$ cat config.mk
export PLATFORM = sky130hd
export DESIGN_NAME = sparc_exu_yreg_file_flat
export DESIGN_NICKNAME = d
export VERILOG_FILES = /design/src/rtl/sparc_exu_yreg_file_if.sv /design/src/rtl/sparc_exu_yreg_file.sv /design/src/flat_wrapper.sv
export SDC_FILE = /design/constraint.sdc
export NUM_CORES = 1
export LEC_CHECK = 0
export CAP_MARGIN = 30
export CORE_ASPECT_RATIO = 0.7
export CORE_MARGIN = 5
export CORE_UTILIZATION = 35
export CTS_CLUSTER_DIAMETER = 40
export DETAILED_ROUTE_END_ITERATION = 7
export PLACE_DENSITY = 0.57
export SYNTH_ARGS = -nofsm -noshare
export SYNTH_HDL_FRONTEND = slang
export SYNTH_SLANG_ARGS = --single-unit
$ cat constraint.sdc
create_clock -name clk -period 1.4 [get_ports clk]
set_input_delay 0.14 -clock clk [delete_from_list [all_inputs] [get_ports clk]]
set_output_delay 0.14 -clock clk [all_outputs]
set_load 0.005 [all_outputs]
$ cat src/rtl/sparc_exu_yreg_file_if.sv
// Y register file port bundle: W/G-stage update sources, E-stage read and status.
// The master drives updates and read select; the slave is the register file.
interface sparc_exu_yreg_file_if #(
  parameter int unsigned NTHR = 4,
  parameter int unsigned DW   = 32
) ();
  logic [NTHR-1:0] yreg_wen_w;
  logic [DW-1:0]   yreg_data_w;
  logic [NTHR-1:0] yreg_wen_g;
  logic [DW-1:0]   yreg_data_g;
  logic [NTHR-1:0] yreg_shift_g;
  logic            yreg_shift_in_g;
  logic [NTHR-1:0] yreg_rd_thr_e;
  logic [DW-1:0]   yreg_rd_data_e;
  logic [NTHR-1:0] yreg_lsb_l;
  logic [NTHR-1:0] yreg_wr_pend;
  logic            yreg_collide;

  modport master (
    output yreg_wen_w, yreg_data_w, yreg_wen_g, yreg_data_g,
           yreg_shift_g, yreg_shift_in_g, yreg_rd_thr_e,
    input  yreg_rd_data_e, yreg_lsb_l, yreg_wr_pend, yreg_collide
  );

  modport slave (
    input  yreg_wen_w, yreg_data_w, yreg_wen_g, yreg_data_g,
           yreg_shift_g, yreg_shift_in_g, yreg_rd_thr_e,
    output yreg_rd_data_e, yreg_lsb_l, yreg_wr_pend, yreg_collide
  );
endinterface

$ cat src/rtl/sparc_exu_yreg_file.sv
// Per-thread Y register file: staged W write, G-stage write and MULScc shift,
// optional W-stage read bypass, pending-write status and collision pulse.
module sparc_exu_yreg_file #(
  parameter int unsigned    NTHR    = 4,
  parameter int unsigned    DW      = 32,
  parameter bit             BYPASS  = 1'b1,
  parameter logic [DW-1:0]  RST_VAL = '0
) (
  input logic                  clk,
  input logic                  rst_l,
  sparc_exu_yreg_file_if.slave yif
);

  logic [DW-1:0]   r_y [NTHR];
  logic [DW-1:0]   w_y_nxt [NTHR];
  logic [DW-1:0]   r_stage_data;
  logic [NTHR-1:0] r_stage_vld;
  logic            r_collide;
  logic            w_collide;
  logic [DW-1:0]   w_rd_data;
  logic [NTHR-1:0] w_lsb_l;

  // Priority per thread: staged W commit, then G write, then shift.
  always_comb begin
    w_collide = 1'b0;
    for (int unsigned t = 0; t < NTHR; t++) begin
      w_y_nxt[t] = r_y[t];
      if (r_stage_vld[t])
        w_y_nxt[t] = r_stage_data;
      else if (yif.yreg_wen_g[t])
        w_y_nxt[t] = yif.yreg_data_g;
      else if (yif.yreg_shift_g[t])
        w_y_nxt[t] = {yif.yreg_shift_in_g, r_y[t][DW-1:1]};
      if ((r_stage_vld[t] & yif.yreg_wen_g[t]) |
          (r_stage_vld[t] & yif.yreg_shift_g[t]) |
          (yif.yreg_wen_g[t] & yif.yreg_shift_g[t]))
        w_collide = 1'b1;
    end
    if ($countones(yif.yreg_wen_w) > 1)
      w_collide = 1'b1;
    if ($countones(yif.yreg_rd_thr_e) > 1)
      w_collide = 1'b1;
  end

  // A single-thread file ignores the select and always presents register 0.
  always_comb begin
    w_rd_data = '0;
    for (int unsigned t = 0; t < NTHR; t++) begin
      w_lsb_l[t] = ~r_y[t][0];
      if (yif.yreg_rd_thr_e[t] || (NTHR == 1))
        w_rd_data = w_rd_data | ((BYPASS && r_stage_vld[t]) ? r_stage_data : r_y[t]);
    end
  end

  always_ff @(posedge clk or negedge rst_l) begin
    if (!rst_l) begin
      for (int unsigned t = 0; t < NTHR; t++)
        r_y[t] <= RST_VAL;
      r_stage_data <= '0;
      r_stage_vld  <= '0;
      r_collide    <= 1'b0;
    end else begin
      for (int unsigned t = 0; t < NTHR; t++)
        r_y[t] <= w_y_nxt[t];
      r_stage_data <= yif.yreg_data_w;
      r_stage_vld  <= yif.yreg_wen_w;
      r_collide    <= w_collide;
    end
  end

  assign yif.yreg_rd_data_e = w_rd_data;
  assign yif.yreg_lsb_l     = w_lsb_l;
  assign yif.yreg_wr_pend   = r_stage_vld;
  assign yif.yreg_collide   = r_collide;

endmodule

$ cat src/flat_wrapper.sv
// flat-port wrapper written by rule: the top's interface ports become plain ports
module sparc_exu_yreg_file_flat 
#(
  parameter int unsigned    NTHR    = 4,
  parameter int unsigned    DW      = 32,
  parameter bit             BYPASS  = 1'b1,
  parameter logic [DW-1:0]  RST_VAL = '0
)
  (clk, rst_l, yif_yreg_wen_w, yif_yreg_data_w, yif_yreg_wen_g, yif_yreg_data_g, yif_yreg_shift_g, yif_yreg_shift_in_g, yif_yreg_rd_thr_e, yif_yreg_rd_data_e, yif_yreg_lsb_l, yif_yreg_wr_pend, yif_yreg_collide);
  sparc_exu_yreg_file_if #(.NTHR(NTHR), .DW(DW)) yif_i ();
  input logic clk;
  input logic rst_l;
  input wire logic [$bits(yif_i.yreg_wen_w)-1:0] yif_yreg_wen_w;
  input wire logic [$bits(yif_i.yreg_data_w)-1:0] yif_yreg_data_w;
  input wire logic [$bits(yif_i.yreg_wen_g)-1:0] yif_yreg_wen_g;
  input wire logic [$bits(yif_i.yreg_data_g)-1:0] yif_yreg_data_g;
  input wire logic [$bits(yif_i.yreg_shift_g)-1:0] yif_yreg_shift_g;
  input wire logic [$bits(yif_i.yreg_shift_in_g)-1:0] yif_yreg_shift_in_g;
  input wire logic [$bits(yif_i.yreg_rd_thr_e)-1:0] yif_yreg_rd_thr_e;
  output wire logic [$bits(yif_i.yreg_rd_data_e)-1:0] yif_yreg_rd_data_e;
  output wire logic [$bits(yif_i.yreg_lsb_l)-1:0] yif_yreg_lsb_l;
  output wire logic [$bits(yif_i.yreg_wr_pend)-1:0] yif_yreg_wr_pend;
  output wire logic [$bits(yif_i.yreg_collide)-1:0] yif_yreg_collide;
  assign yif_i.yreg_wen_w = yif_yreg_wen_w;
  assign yif_i.yreg_data_w = yif_yreg_data_w;
  assign yif_i.yreg_wen_g = yif_yreg_wen_g;
  assign yif_i.yreg_data_g = yif_yreg_data_g;
  assign yif_i.yreg_shift_g = yif_yreg_shift_g;
  assign yif_i.yreg_shift_in_g = yif_yreg_shift_in_g;
  assign yif_i.yreg_rd_thr_e = yif_yreg_rd_thr_e;
  assign yif_yreg_rd_data_e = yif_i.yreg_rd_data_e;
  assign yif_yreg_lsb_l = yif_i.yreg_lsb_l;
  assign yif_yreg_wr_pend = yif_i.yreg_wr_pend;
  assign yif_yreg_collide = yif_i.yreg_collide;
  sparc_exu_yreg_file #(.NTHR(NTHR), .DW(DW), .BYPASS(BYPASS), .RST_VAL(RST_VAL)) u_core (.clk(clk), .rst_l(rst_l), .yif(yif_i));
endmodule
==> metrics.md <==
| Metric | Value |
|---|---|
| Final number of max-transition violations | 0 |
| # rows | 50 |
| Register clock-pin slew on the reported worst setup and hold paths | 80 ps |
| Mapped Avg Cell Area | 10.83 um^2 |
| MaxCap Viol Count | 0 |
| Overflow left after global routing | 0 |
| Cell mode on critical path | buf_6 |
| CP startpoint kind | register |
| CTS Sinks | 165 |
| Antenna diodes | 0 |
| Finished Cell Area | 0.01459 mm^2 |
| Dpl hpwl | 19.75 mm |
| CTS tree | yes |
| Post-Route WL | 35.22 mm |
| # setup viols final | 145 |
| Most frequent cells in the layout | dfrtp_1 (161), mux2i_1 (128), buf_4 (109) |
| Unrepaired setup endpoints after global routing | true |
| Period utilization | 1.538 |
| Worst-Margin Slew | 644.4 ps |
| Top FF cell, synth | dfrtp_1 |
| Clk_skew | 13.88 ps |
| Clk_lat worst skew | 440 ps |
| Mapped cell area | 0.009548 mm^2 |
| Worst-case headroom to the max-slew limit | 0.5704 |
| Peak Freq | 464.3 MHz |
| Peak VDD IR | 736.8 uV |
| Synth-to-Final Area Change | 52.77% |
| Share of cells above drive strength 1 | 0.4824 |
| Initial Utilization | 0.3558 |
| Synthesized instance count | 882 |
| Core area | 0.02684 mm^2 |
| Top cell type's share of synthesized area | 0.4324 |
| Tot Pwr | 15220 uW |
| Antenna violations before repair | 0 |
| Max Buffers Root-to-Sink | 2 |
| Nets@finish | 1239 |
| Critical Path RT | 1260 ps |
| Register area share after synthesis | 0.4324 |
| Crit path DAT | 2010 ps |
| Crit path max-delay cell type | dfrtp_2 |
| Synth unique cells | 26 |
| Htree depth | 4 |
| HP Class | input pin to register |
| Post-route ant nets | 0 |
| DRC Markers | 0 |
| Area leader, netlist | dfrtp_1 |
| GR Util All Layers | 0.2256 |
| Die Width | 207.4 um |
| Ys async rst share | 1.000 |
| Via-per-instance ratio | 5.309 |
| Vias post-DR | 8107 |
| Largest net degree at the start of global routing | 42 |
| Post-route setup slack | -753.9 ps |
| Synthesized flop and latch total | 165 |
| Final Critical Period | 2154 ps |
| Status | finished, violations left |
| Commonest non-fill, non-tap cell in the layout | dfrtp_1 |
| Failing checks | setup timing |
| Worst Setup End Kind | output port |
| RePlAce Congestion | 0.7746 |
| Finished Core Util | 0.5435 |
| Hold_ws | 127.9 ps |
| Yosys warning count | 0 |
| Leak pwr | 0.006425 uW |
| PwrDens | 1043 mW/mm^2 |
| Vias in the first global route | 8465 |
| Post-synth EDFFs | 0 |
| Wirelength per Cell | 23.07 um |
| Drt first pass iters | 5 |
| IO Port Bufs | 123 |
| Root buffer cell | clkbuf_16 |
| CP Cell Sequence | buf_6 -> buf_12 -> mux2_4 -> a22oi_2 -> nand2_2 -> buf_6 |
| Synth top area cells | dfrtp_1 (43%), mux2i_1 (13%), mux2_4 (6.6%) |
| Crit path largest cell delay | 470 ps |
| Syn Nets | 971 |
| Io pins | 124 |
| WS Path Type | register to output port |
| Post-DP Area | 0.01199 mm^2 |
| First-pass GRT wire length | 53.23 mm |
| Critical Path Fanout Max | 8 |
| Die H | 148.2 um |
| Die Footprint | 0.03074 mm^2 |
| Initial DRC Count | 452 |
| Final count of hold timing violations | 0 |
| Inserted Clock Buffers | 17 |
==> Yosys cell counts (4+ instances only) <==
master and n:
mux2i_1 128, dfrtp_1 165, nor2_1 116, o21ai_0 16, a21oi_1 116, clkbuf_1 14, a22oi_1 65, mux2_1 44
inv_1 4, buf_4 9, buf_2 35, ha_1 4, mux2_4 42, mux2_2 54, nand2_1 44, buf_6 11
==> repair_timing <==
| action | in CTS | in global routing |
|---|---|---|
| hold buffers | 5 | 0 |
| gates cloned | 26 | 3 |
| endpoints found under the hold margin | 169 | 0 |
| setup buffers | 36 | 20 |
| endpoints found under the setup margin | 134 | 139 |
| pin swaps | 60 | 43 |
| resized for setup | 383 | 90 |
==> path summary, 6_finish.rpt <==
| kind | from | endpoint | slack [ps] | cells past startpoint |
|---|---|---|---|---|
| worst max register to register | u_core.yif.yreg_wr_pend[0] | u_core.r_y[116] | -300 | 9 |
| worst min register to register | u_core.r_y[112] | u_core.r_y[111] | 570 | 2 |
| worst max-delay path | u_core.yif.yreg_wr_pend[2] | yif_yreg_rd_data_e[1] | -750 | 6 |
| min in group asynchronous | rst_l | u_core.r_y[127] | 150 | 2 |
| max in group asynchronous | rst_l | u_core.r_y[5] | 650 | 3 |
| worst min-delay path | yif_yreg_data_w[10] | u_core.r_stage_data[10] | 130 | 1 |
==> layout make-up <==
| class | count | area (um^2) |
|---|---|---|
| Sequential cell | 165 | 4134 |
| Multi-Input combinational cell | 641 | 5836 |
| Fill cell | 2300 | 12250 |
| Clock buffer | 17 | 425.4 |
| Inverter | 4 | 17.52 |
| Timing Repair Buffer | 321 | 3571 |
| Clock inverter | 15 | 147.6 |
| Tap cell | 364 | 455.4 |
==> where the power goes <==
part | total (uW) | switching [uW] | internal, uW
sequential | 5680 | 364 | 5320
combinational | 4780 | 2140 | 2640
clock | 4760 | 2260 | 2500
total | 15200 | 4760 | 10500
==> worst max-delay path, delay by kind of cell, from the launching register on <==
kind	cells	cell delay (ps)
flops	1	470
buf+inv	3	420
mux	1	310
compound gates	1	250
simple gates	1	110
==> routing by layer <==
layer  global-route usage  part of all wire  up-vias
met5                    0                 0        -
met4              0.05451             0.015        0
met3              0.05271             0.063       32
met2               0.3346              0.43      290
met1               0.3341              0.49     4061
li1                     -                 -     3724
==> registers in the layout, summed over array words and instances (netlist names) <==
register / flops
u_core.r_stage_data: 32
u_core.r_y: 128
u_core.yif.yreg_wr_pend: 4
u_core.yif.yreg_collide: 1
==> kinds of logic after synthesis <==
group / count (synthesis) / share of synthesized area
AO/OA/AOI/OAI: 202 / 0.1258
adder cells (fa/ha/maj): 6 / 0.009436
buffers and inverters: 76 / 0.05006
flip-flops: 165 / 0.4324
multiplexers: 268 / 0.3158
AND/OR/NAND/NOR: 165 / 0.06644
==> stage by stage <==
stage | TNS (ps) | worst slack [ps] | cells
2_1_floorplan | -125.6 | -125.6 | 882
3_3_place_gp | -26200 | -770.5 | 1419
3_5_place_dp | -26960 | -777.6 | 1419
4_1_cts | -40910 | -734.6 | 1518
5_1_grt | -41340 | -792.2 | 1527
6_report | -34860 | -753.9 | 1527
No activity file was read; power rests on OpenSTA's default activity.
